`config.mk`:
```
export PLATFORM = sky130hd
export DESIGN_NAME = key_stepper
export DESIGN_NICKNAME = d
export VERILOG_FILES = /design/src/rtl/key_stepper.sv
export SDC_FILE = /design/constraint.sdc
export NUM_CORES = 1
export LEC_CHECK = 0
export ABC_AREA = 1
export CORE_MARGIN = 5
export CORE_UTILIZATION = 49
export DETAILED_ROUTE_END_ITERATION = 10
export GPL_TIMING_DRIVEN = 0
export HOLD_SLACK_MARGIN = 0.15
export PLACE_DENSITY = 0.81
export SLEW_MARGIN = 30
export SYNTH_ARGS = -nofsm -noshare
export SYNTH_HDL_FRONTEND = slang
export SYNTH_SLANG_ARGS = --single-unit
```
`constraint.sdc`:
```
create_clock -name clk -period 1.8 [get_ports clk]
set_clock_uncertainty 0.2 [all_clocks]
set_input_delay 0.54 -clock clk [delete_from_list [all_inputs] [get_ports clk]]
set_output_delay 0.54 -clock clk [all_outputs]
set_load 0.05 [all_outputs]
```
`src/rtl/key_stepper.sv`:
```
// Key decode and three-rotor Enigma stepping stage (IDLE -> STEP -> EMIT).
// Optional key_count output is enabled by defining KEY_STEPPER_COUNT_EN.
module key_stepper #(
    parameter int unsigned NOTCH_R = 16,
    parameter int unsigned NOTCH_M = 4,
    parameter int unsigned NOTCH_L = 21
) (
    input  logic        clk,
    input  logic        rst,
    input  logic        in_valid,
    input  logic [7:0]  in_char,
    output logic        in_ready,
    input  logic        load,
    input  logic [14:0] load_pos,
    output logic        out_valid,
    output logic [4:0]  out_idx,
    output logic [4:0]  pos_l,
    output logic [4:0]  pos_m,
    output logic [4:0]  pos_r,
    output logic        bad_char
`ifdef KEY_STEPPER_COUNT_EN
    ,
    output logic [15:0] key_count
`endif
);

    localparam logic [4:0] NR = 5'(NOTCH_R);
    localparam logic [4:0] NM = 5'(NOTCH_M);

    // No fourth rotor exists, so the left notch only needs to be a legal position.
    if (NOTCH_R > 25 || NOTCH_M > 25 || NOTCH_L > 25) begin : g_bad_notch
        $error("key_stepper: notch positions must be 0..25");
    end

    typedef enum logic [1:0] {
        IDLE = 2'd0,
        STEP = 2'd1,
        EMIT = 2'd2
    } state_t;

    state_t     state_q, state_d;
    logic [4:0] pos_l_q, pos_l_d;
    logic [4:0] pos_m_q, pos_m_d;
    logic [4:0] pos_r_q, pos_r_d;
    logic [4:0] idx_q, idx_d;
    logic [4:0] out_idx_q, out_idx_d;
    logic       out_valid_q, out_valid_d;
    logic       bad_char_q, bad_char_d;
    logic       alive_q, alive_d;
`ifdef KEY_STEPPER_COUNT_EN
    logic [15:0] count_q, count_d;
`endif

    logic       is_upper;
    logic       is_lower;
    logic       is_letter;
    logic [7:0] base_char;
    logic [4:0] dec_idx;

    function automatic logic [4:0] wrap_inc(input logic [4:0] p);
        return (p >= 5'd25) ? 5'd0 : p + 5'd1;
    endfunction

    function automatic logic [4:0] clamp_pos(input logic [4:0] p);
        return (p > 5'd25) ? 5'd0 : p;
    endfunction

    always_comb begin
        is_upper  = (in_char >= 8'h41) && (in_char <= 8'h5A);
        is_lower  = (in_char >= 8'h61) && (in_char <= 8'h7A);
        is_letter = is_upper || is_lower;
        base_char = is_upper ? 8'h41 : 8'h61;
        dec_idx   = 5'(in_char - base_char);
    end

    always_comb begin
        state_d     = state_q;
        pos_l_d     = pos_l_q;
        pos_m_d     = pos_m_q;
        pos_r_d     = pos_r_q;
        idx_d       = idx_q;
        out_idx_d   = out_idx_q;
        out_valid_d = 1'b0;
        bad_char_d  = 1'b0;
        alive_d     = 1'b1;
        in_ready    = 1'b0;
`ifdef KEY_STEPPER_COUNT_EN
        count_d     = count_q;
`endif

        case (state_q)
            IDLE: begin
                // alive_q holds off acceptance for the first edge after reset release.
                in_ready = alive_q && !load;
                if (alive_q && load) begin
                    pos_l_d = clamp_pos(load_pos[14:10]);
                    pos_m_d = clamp_pos(load_pos[9:5]);
                    pos_r_d = clamp_pos(load_pos[4:0]);
`ifdef KEY_STEPPER_COUNT_EN
                    count_d = '0;
`endif
                end else if (alive_q && in_valid) begin
                    if (is_letter) begin
                        idx_d   = dec_idx;
                        state_d = STEP;
                    end else begin
                        bad_char_d = 1'b1;
                    end
                end
            end
            STEP: begin
                // All notch tests use pre-step positions, giving the middle-rotor double step.
                pos_r_d = wrap_inc(pos_r_q);
                if (pos_r_q == NR || pos_m_q == NM) begin
                    pos_m_d = wrap_inc(pos_m_q);
                end
                if (pos_m_q == NM) begin
                    pos_l_d = wrap_inc(pos_l_q);
                end
                state_d = EMIT;
            end
            EMIT: begin
                out_valid_d = 1'b1;
                out_idx_d   = idx_q;
`ifdef KEY_STEPPER_COUNT_EN
                if (count_q != '1) begin
                    count_d = count_q + 16'd1;
                end
`endif
                state_d = IDLE;
            end
            default: begin
                state_d = IDLE;
            end
        endcase
    end

    always_ff @(posedge clk or posedge rst) begin
        if (rst) begin
            state_q     <= IDLE;
            pos_l_q     <= '0;
            pos_m_q     <= '0;
            pos_r_q     <= '0;
            idx_q       <= '0;
            out_idx_q   <= '0;
            out_valid_q <= 1'b0;
            bad_char_q  <= 1'b0;
            alive_q     <= 1'b0;
        end else begin
            state_q     <= state_d;
            pos_l_q     <= pos_l_d;
            pos_m_q     <= pos_m_d;
            pos_r_q     <= pos_r_d;
            idx_q       <= idx_d;
            out_idx_q   <= out_idx_d;
            out_valid_q <= out_valid_d;
            bad_char_q  <= bad_char_d;
            alive_q     <= alive_d;
        end
    end

`ifdef KEY_STEPPER_COUNT_EN
    always_ff @(posedge clk or posedge rst) begin
        if (rst) begin
            count_q <= '0;
        end else begin
            count_q <= count_d;
        end
    end

    assign key_count = count_q;
`endif

    assign out_valid = out_valid_q;
    assign out_idx   = out_idx_q;
    assign pos_l     = pos_l_q;
    assign pos_m     = pos_m_q;
    assign pos_r     = pos_r_q;
    assign bad_char  = bad_char_q;

endmodule
```
Word-level counts from Yosys, hierarchy flattened
Index checks and enable logic that the tools add are counted.
{"block": "word_totals", "wordCells": 73, "out_inout_bits": 23, "ff_bits": 30}
{"block": "classes", "magnitude_cmp": 10, "n_reduce_logical": 15, "bitwise_logic": 1, "eq_ne": 10, "muxes": 24, "add_sub_neg": 4}
{"cell": "2-to-1 mux 5 bit", "count": 11}
{"cell": "one-hot mux 5 bit (2 select lines)", "count": 3}
{"cell": ">= comparator 8 x 7 -> 1 bit, second input constant", "count": 2}
{"cell": "<= comparator 8 x 7 -> 1 bit, second input constant", "count": 2}
{"cell": "adder 5 x 1 -> 5 bit, second input constant", "count": 3}
{"cell": ">= comparator 5 bit, second input constant", "count": 3}
{"cell": "greater-than comparator 5 bit, second input constant", "count": 3}
{"cell": "!= test 2 bit, second input constant", "count": 6}
{"cell": "AND reduction 3 bit", "count": 3}
{"cell": "2-to-1 mux 1 bit", "count": 6}
{"cell": "2-to-1 mux 2 bit", "count": 3}
{"cell": "== test 5 x 3 -> 1 bit, second input constant", "count": 1}
{"cell": "== test 5 bit, second input constant", "count": 1}
{"cell": "logical AND 1 bit", "count": 5}
{"cell": "subtractor 5 bit, second input constant", "count": 1}
{"cell": "one-hot mux 2 bit (2 select lines)", "count": 1}
{"cell": "AND reduction 4 bit", "count": 1}
{"cell": "== test 2 x 1 -> 1 bit, second input constant", "count": 1}
{"cell": "== test 2 bit, second input constant", "count": 1}
{"cell": "logical NOT 2 bit", "count": 1}
{"cell": "logical OR 1 bit", "count": 2}
{"cell": "AND reduction 2 bit", "count": 1}
{"cell": "nonzero test 2 bit", "count": 1}
{"cell": "logical NOT 1 bit", "count": 1}
{"cell": "inverter 1 bit", "count": 1}

Longest topological paths before layout
Gate-level depths: netlist of run 1.
{"block": "depth", "word_depth": 7, "mapped_depth": 9, "depth_no_buf": 9}

Worst setup path after synthesis of run 1
Ideal clock, no wire load.
{"block": "synth_path", "kind": "input to output", "start": "input port load", "end": "output port in_ready", "stages": 3, "setup_slack_ps": -272, "t_required_ps": 1060, "arrival_ps": 1332, "path_cell_list": "inv_1 -> nand2_1 -> nor2_1"}
{"block": "synth_via", "elab_chain_cells": 3}
{"element": "start, declared", "line": "13", "rtl": "input logic load,"}
{"element": "logical NOT 1 bit", "line": "94", "rtl": "in_ready = alive_q && !load;"}
{"element": "logical AND 1 bit", "line": "94"}
{"element": "2-to-1 mux 1 bit", "line": "91", "rtl": "case (state_q)"}
{"element": "end, declared", "line": "12", "rtl": "output logic in_ready,"}
No other way between the ends.

Worst setup path after layout of run 1
{"block": "layout_path", "start": "register state_q[0]", "end": "output port in_ready"}
{"block": "layout_via", "elab_chain_cells": 2}
{"element": "start, declared", "line": "41", "rtl": "state_t state_q, state_d;"}
{"element": "start signal, assigned", "line": "150", "rtl": "state_q <= state_d;"}
{"element": "logical NOT 2 bit", "line": "91"}
{"element": "2-to-1 mux 1 bit", "line": "91"}
No other way between the ends.

==> results of run 1 <==
-- kinds of logic after synthesis --
family / after synthesis
XOR/XNOR: 8
AND/OR/NAND/NOR: 171
adder cells (fa/ha/maj): 11
AO/OA/AOI/OAI: 15
other: 1
buffers and inverters: 36
flip-flops: 30
-- layer usage --
layer  track usage  vias up  wire (um)
li1              -      987          -
met1         0.228      853       1980
met2         0.320       49       2250
met3        0.0424        9        296
met4        0.0724        0         92
met5             0        -          0
-- worst register-to-register path: stages, from the launching register on --
cell and delay [ns]:
dfrtp_1 0.41, inv_2 0.10, nand2_4 0.06, buf_4 0.14, nor3b_4 0.35, nand3_4 0.15, nand2_1 0.09, nand2_1 0.04
-- state kept, by name, summed over array words and instances (netlist names) --
name	flops
idx_q	5
out_idx	5
pos_l	5
pos_m	5
pos_r	5
state_q	2
alive_q	1
bad_char	1
out_valid	1
-- path summary, 6_finish.rpt --
path,start,to,slack (ns),cells past startpoint
max in group asynchronous,rst,pos_m[1],0.51,2
hold / removal,idx_q[4],idx_q[4],0.27,2
min in group asynchronous,rst,pos_l[1],0.46,2
hold reg to reg,idx_q[4],idx_q[4],0.27,2
setup reg to reg,state_q[0],idx_q[3],0.16,7
setup / recovery,state_q[0],in_ready,-0.04,4
-- Yosys cell counts --
cell	number
ha_1	11
conb_1	1
a21boi_1	1
buf_2	1
inv_1	29
a21oi_1	6
buf_4	2
nor3b_4	1
inv_2	3
inv_4	1
nor2_1	29
nor2_4	1
o21ai_0	4
xor2_1	6
nand2_2	3
nand3b_1	3
nand2_4	3
nand4_1	8
xnor2_1	2
nor3_1	1
o21ai_1	1
o21bai_1	1
nand2_1	86
nand3_1	35
nand3_4	1
dfrtp_1	30
a31oi_1	1
a22oi_1	1
-- final cells by class --
cell class | instances | share of cell area
Clock inverter | 1 | 0.00190
Clock buffer | 7 | 0.0327
Timing Repair Buffer | 54 | 0.183
Tap cell | 50 | 0.0237
Buffer | 3 | 0.00759
Inverter | 33 | 0.0479
Sequential cell | 30 | 0.286
Multi-Input combinational cell | 206 | 0.417
-- power by group --
group	switching [W]	leakage, nW	total [W]	internal [W]
registers	0.000118	0.373	0.000902	0.000785
logic	0.000572	0.961	0.000862	0.000290
clock network	0.000246	0.0482	0.000553	0.000308
-- timing repair --
item                                    CTS  global route
setup buffers                             3             2
pin swaps                                 2             3
gates resized for setup                 111            13
hold buffers                              0             0
endpoints found under the setup margin   30            14
-- stage by stage --
step	total power, W	TNS [ns]	utilization
after floorplan	0.00149	0	-
after global placement	0.00179	-19.10	0.644
after detailed placement	0.00181	-9.67	0.644
after CTS	0.00232	-0.0649	0.662
after global routing	0.00246	-0.0739	0.669
final	0.00232	-0.0372	0.669
==> results.yml, run 1 <==
finish:
  multi_input_area_mm2: 0.00110
  nFillCells: 335
  mostFrequentLayoutCells: "83 x nand2_1, 35 x nand3_1, 27 x nor2_1"
  antennaDiodeCount: 0
  drive_gt1_frac: 0.195
  final_common_cell: "nand2_1"
  design_area_mm2: 0.00264
  final-seq-area_um2: 756
  nets: 371
  areaGrowthSynthToFinish_pct: 33.5
  layout.cells.non_filler: 384
detailed_routing:
  drc: 0
  vias: 1898
  wl_per_cell_um: 12.0
  vias_per_cell: 4.94
  dr.pass1.iters: 5
  wirelength_um: 4620
  drt_iter0_drc: 128
  postRouteAntennaNets: 0
setup_path:
  critPathCaptureType: "output port"
  worst-setup-path-type: "reg2out"
  crit_arrival_ns: 1.10
  worstPathCellList: "inv_2, nand2_4, nor2_4, buf_8"
  crit_path_max_incr_delay_ns: 0.41
  cp_data_required_time_ns: 1.06
  path_delay_family: "flip-flops"
  slowest_stage: "dfrtp_1"
  critPathLaunchType: "flop"
  crit_path_max_fanout: 4
  critPathBufInv: 2
placement:
  portBuffers: 49
  dp_slack_ns: -1.00
  dp_cells: 371
  place.gp.congestion: 0.890
  hpwl_um: 3450
  dpl-instance-area_mm2: 0.00254
status:
  status: "finished, violations left"
  violations: "setup timing"
job:
  max-cap-violations: 0
sta:
  hold_viol: 0
  hold_ws_ns: 0.274
  finalSetupViolCount: 1
  max_slew_margin: 0.593
  finalCritPeriodShare: 1.02
  rsz0062_at_grt: "yes"
  fin_crit_ns: 1.84
  tightestPinTransition_ns: 0.610
  fmax_mhz: 544
  setup_slack_ns: -0.0372
  finalMaxSlewViolations: 0
grt:
  grt_max_degree: 31
  grt_pass1_wl_um: 7950
  grt_use_total: 0.188
  antenna_found_initial: 0
  grt_pass1_vias: 1801
  grt_overflow_total: 0
synthesis:
  ys_ff_latch: 30
  yosysTopAreaCellShare: 0.380
  synth_adder_area_share: 0.0696
  synthCells: 272
  syn-cell-area_mm2: 0.00198
  yosysWarnings: 0
  ys_types: 28
  synth_area_per_cell_um2: 7.27
  synth_top_area_cell: "dfrtp_1"
  synthTopCellsByArea: "dfrtp_1 38%, nand2_1 16%, nand3_1 8.9%, ha_1 7.0%, inv_1 5.5%"
  synth_fp_nets: 310
  yosys.area_share.simple: 0.397
  synth_compound_area_frac: 0.0424
  synth_top_family_by_area: "simple AND/OR/NAND/NOR gates"
  ys_seq_area_frac: 0.380
  synth_mux_area_frac: 0
  synth-xor-area-share: 0.0354
floorplanning:
  die_x_um: 73.5
  num_io_pins: 50
  coreArea_mm2: 0.00394
  die_h_um: 73.5
  initial_core_util: 0.501
  die-area_mm2: 0.00540
  rows: 23
power_and_ir_drop:
  p_leak_nw: 1.38
  vdd_ir_drop_max_mv: 0.511
  power_density_mw_per_mm2: 878
clock_network:
  cts_tree: "done"
  clk_pin_slew_worst_paths_ns: 0.06
  clk_latency_ns: 0.28
  cts.path.max_buffers: 2
  htreeDepth: 2
  cts_buffers: 5
  ctsRootBufferMaster: "clkbuf_8"
  clock_sinks: 30
worst_hold_path:
  hold_path.class: "reg2reg"
Power figures use the tool's default switching activity.
==> run 2, diff against run 1 <==
Clock period 1.8 ns to 1.7 ns, I/O delays scaled along.
==> run 2 against run 1 <==
The run still ends with setup timing left. Critical path depth stayed put. Final cell count is 1.8% higher. Die area stayed put. Sequential power is 6.5% higher. Clock power is 19% higher. Flip-flop and latch count stayed put. Routed wire length is 4.2% higher. Setup slack worse by 0.017 ns. Combinational power is 7.7% higher. Count of clock-buffer cells in the layout is 1 higher. Critical path type unchanged. Critical endpoint unchanged.
==> results.yml, run 2 (synthesis gave the netlist of run 1 again) <==
floorplanning:
  rows: 23
  coreArea_mm2: 0.00394
  num_io_pins: 50
  initial_core_util: 0.501
  die-area_mm2: 0.00540
  die_x_um: 73.5
  die_h_um: 73.5
sta:
  fmax_mhz: 570
  tns_ns: -0.0547
  max_slew_margin: 0.589
  setup_slack_ns: -0.0547
  fin_crit_ns: 1.75
  tightestPinTransition_ns: 0.616
  finalSetupViolCount: 1
  finalCritPeriodShare: 1.03
  rsz0062_at_grt: "yes"
  hold_viol: 0
  hold_ws_ns: 0.265
  finalMaxSlewViolations: 0
clock_network:
  htreeDepth: 2
  cts.path.max_buffers: 2
  cts_hold_buf: 0
  cts_buffers: 5
  cts_tree: "done"
  clk_pin_slew_worst_paths_ns: 0.06
  clock_sinks: 30
  ctsRootBufferMaster: "clkbuf_8"
  clk_latency_ns: 0.28
detailed_routing:
  vias_per_cell: 5.02
  drt_iter0_drc: 149
  drc: 0
  vias: 1962
  wl_per_cell_um: 12.3
  postRouteAntennaNets: 0
  wirelength_um: 4810
  dr.pass1.iters: 6
setup_path:
  slowest_stage: "dfrtp_1"
  r2r_setup_slack_ns: 0.08
  crit_arrival_ns: 1.04
  critPathCaptureType: "output port"
  crit_path_max_incr_delay_ns: 0.39
  cp_data_required_time_ns: 0.99
  worstPathCellList: "inv_2, nand2_4, nor2_4, buf_8"
  path_delay_family: "flip-flops"
  worst-setup-path-type: "reg2out"
  critPathLaunchType: "flop"
  critPathBufInv: 2
  crit_path_max_fanout: 2
finish:
  nFillCells: 341
  mostFrequentLayoutCells: "81 x nand2_1, 35 x nand3_1, 26 x nor2_1"
  nets: 378
  final_common_cell: "nand2_1"
  areaGrowthSynthToFinish_pct: 37.5
  drive_gt1_frac: 0.249
  antennaDiodeCount: 0
grt:
  grt_use_total: 0.180
  grt_pass1_vias: 1795
  antenna_found_initial: 0
  grt_max_degree: 31
  grt_overflow_total: 0
  grt_pass1_wl_um: 7660
placement:
  dp_slack_ns: -1.04
  place.gp.congestion: 0.848
  hpwl_um: 3360
  portBuffers: 49
status:
  status: "finished, violations left"
  violations: "setup timing"
worst_hold_path:
  hold_path.class: "reg2reg"
power_and_ir_drop:
  power_density_mw_per_mm2: 937
  p_leak_nw: 1.46
  vdd_ir_drop_max_mv: 0.645
job:
  max-cap-violations: 0
-- run 2: cell types whose count changed in the layout (fill, tap and decap cells not counted), sizes merged --
cell           previous run  this run
buf                      19        36
clkbuf                   12        11
clkdlybuf4s15             8         0
clkdlybuf4s50            22        20
clkinv                    1         0
dlymetal6s2s              1         3
-- run 2: per-layer routing --
layer	GRT usage	routed length, um	up-vias	share of wire
li1	-	-	1001	-
met3	0.0506	287	6	0.060
met2	0.295	2390	56	0.50
met1	0.222	2060	899	0.43
met5	0	0	-	0
met4	0.0704	74	0	0.015
-- run 2: layout make-up --
cell class / count / area (um2) / area share
Buffer: 3 / 20.0 / 0.00736
Clock buffer: 8 / 110 / 0.0405
Timing Repair Buffer: 61 / 509 / 0.187
Multi-Input combinational cell: 206 / 1130 / 0.415
Inverter: 33 / 126 / 0.0465
Sequential cell: 30 / 763 / 0.281
Tap cell: 50 / 62.6 / 0.0230
-- run 2: tightest hold or removal path, stage by stage, from the launching register on --
cell and delay [ns]:
dfrtp_1 0.34, nand2_1 0.05, nand2_1 0.05
-- run 2: repair_timing --
action                     CTS  global route
hold endpoints to repair     0             0
resized for setup          138            22
setup buffers                8             4
pin swaps                    2             3
setup endpoints to repair   31            23
-- run 2: worst paths after layout --
| kind | to | start | cells past startpoint |
|---|---|---|---|
| worst min-delay path | out_idx[2] | out_idx[2] | 2 |
| max in group asynchronous | pos_r[1] | rst | 2 |
| worst max-delay path | in_ready | state_q[0] | 4 |
| worst min register to register | out_idx[2] | out_idx[2] | 2 |
| worst max register to register | pos_m[3] | pos_m[0] | 8 |
| min in group asynchronous | pos_l[1] | rst | 2 |
-- run 2: report_power, final --
part           internal (W)  switching [W]  total (W)
Clock              0.000408       0.000251   0.000659
Combinational      0.000314       0.000614   0.000928
Sequential         0.000836       0.000125   0.000961
Total               0.00156       0.000989    0.00255
-- run 2: metrics by stage --
stage	utilization	instance area, um2	cells	power (W)
finish	0.690	2720	391	0.00255
global route	0.690	2720	391	0.00270
CTS	0.674	2660	387	0.00254
detailed placement	0.645	2540	371	0.00192
global placement	0.645	2540	371	0.00190
floorplan	-	1990	272	0.00158
==> run 3, diff against run 2 <==
Settings changed: SLEW_MARGIN 30 to 10.
==> run 3 against run 2 <==
The run still ends with setup timing left. Clock power is 1% higher. Die area is the same. Total power grew 0.46%. Global-route usage shrank 0.17 points. Sequential share of layout area is 0.12 points lower. Count of clock-buffer cells in the layout unchanged. Non-clock buffer count unchanged. Utilization is 0.29 points higher. Register-to-register slack barely moved. Final area increased by 0.41%. Largest cell class unchanged. Largest power group unchanged. Highest routed layer unchanged.
==> results.yml, run 3 (synthesis gave the netlist of run 1 again) <==
status:
  status: "finished, violations left"
  violations: "setup timing"
sta:
  tightestPinTransition_ns: 0.646
  tns_ns: -0.0969
  fmax_mhz: 557
  finalCritPeriodShare: 1.06
  hold_viol: 0
  finalMaxSlewViolations: 0
  rsz0062_at_grt: "yes"
  setup_slack_ns: -0.0969
  max_slew_margin: 0.568
  fin_crit_ns: 1.80
  finalSetupViolCount: 1
  hold_ws_ns: 0.265
clock_network:
  htreeDepth: 2
  cts_buffers: 5
  ctsRootBufferMaster: "clkbuf_8"
  clk_latency_ns: 0.28
  clock_sinks: 30
  clk_pin_slew_worst_paths_ns: 0.06
  cts_tree: "done"
  cts.path.max_buffers: 2
worst_hold_path:
  hold_path.class: "reg2reg"
floorplanning:
  rows: 23
  die_h_um: 73.5
  coreArea_mm2: 0.00394
  num_io_pins: 50
  die-area_mm2: 0.00540
  initial_core_util: 0.501
  die_x_um: 73.5
power_and_ir_drop:
  power_density_mw_per_mm2: 937
  vdd_ir_drop_max_mv: 0.617
  p_leak_nw: 1.46
grt:
  grt_use_total: 0.178
  grt_max_degree: 31
  grt_pass1_vias: 1777
  grt_pass1_wl_um: 7600
  grt_overflow_total: 0
  antenna_found_initial: 0
finish:
  areaGrowthSynthToFinish_pct: 38.1
  nets: 378
  drive_gt1_frac: 0.243
  antennaDiodeCount: 0
  nFillCells: 340
  final_common_cell: "nand2_1"
  design_area_mm2: 0.00273
  mostFrequentLayoutCells: "81 x nand2_1, 35 x nand3_1, 27 x nor2_1"
detailed_routing:
  drt_iter0_drc: 171
  dr.pass1.iters: 4
  postRouteAntennaNets: 0
  vias_per_cell: 5.05
  wl_per_cell_um: 12.4
  wirelength_um: 4850
  drc: 0
  vias: 1975
placement:
  hpwl_um: 3360
  portBuffers: 49
  place.gp.congestion: 0.848
  dpl-instance-area_mm2: 0.00254
setup_path:
  critPathCaptureType: "output port"
  crit_path_max_fanout: 3
  worst-setup-path-type: "reg2out"
  cp_data_required_time_ns: 0.99
  critPathLaunchType: "flop"
  crit_arrival_ns: 1.09
job:
  max-cap-violations: 0
## run 3: cell types whose count changed in the layout (fill, tap and decap cells not counted)
cell,previous run,this run
clkinvlp_4,0,1
nor2_2,2,1
nand2_4,4,5
inv_2,8,7
nor2_1,26,27
nand2_2,7,6
clkbuf_2,1,0
clkdlybuf4s15_1,0,1
## run 3: timing repair
item | 4_1_cts | 5_1_grt
hold buffers | 0 | 0
pin swaps | 1 | 4
setup buffers | 4 | 8
setup endpoints to repair | 61 | 23
gates resized for setup | 138 | 22
## run 3: critical path, stage by stage, from the launching register on
cell	delay [ns]
dfrtp_1	0.39
inv_2	0.10
nand2_4	0.06
nor2_4	0.11
buf_8	0.15
## run 3: layout make-up
type,count,area (um2),share of cell area
Timing Repair Buffer,61,514,0.188
Inverter,33,130,0.0477
Sequential cell,30,763,0.280
Tap cell,50,62.6,0.0229
Buffer,3,20.0,0.00733
Multi-Input combinational cell,206,1130,0.414
Clock buffer,8,110,0.0403
## run 3: routing by layer
metal / up-vias / share of wire / track usage
li1: 1003 / - / -
met1: 905 / 0.43 / 0.220
met2: 63 / 0.49 / 0.292
met3: 4 / 0.062 / 0.0506
met4: 0 / 0.013 / 0.0704
met5: - / 0 / 0
## run 3: worst paths after layout
kind,from,to,slack [ns],cells past startpoint
worst max-delay path,state_q[1],in_ready,-0.1,4
worst min-delay path,out_idx[2],out_idx[2],0.26,2
worst max register to register,pos_m[0],pos_m[3],0.08,8
worst min register to register,out_idx[2],out_idx[2],0.26,2
max in group asynchronous,rst,pos_r[2],0.44,2
min in group asynchronous,rst,out_idx[3],0.46,2
## run 3: power by group
part | internal [W] | total, W | switching (W)
Combinational | 0.000315 | 0.000930 | 0.000615
Sequential | 0.000836 | 0.000962 | 0.000126
Clock | 0.000408 | 0.000667 | 0.000259
Total | 0.00156 | 0.00256 | 0.00100
## run 3: through the flow
stage          worst slack, ns   util  power, W  cells
2_1_floorplan           0.0142      -   0.00158    272
3_3_place_gp             -1.04  0.645   0.00190    371
3_5_place_dp             -1.04  0.645   0.00192    371
4_1_cts                 -0.174  0.667   0.00254    383
5_1_grt                 -0.143  0.692   0.00270    391
6_report               -0.0969  0.692   0.00256    391
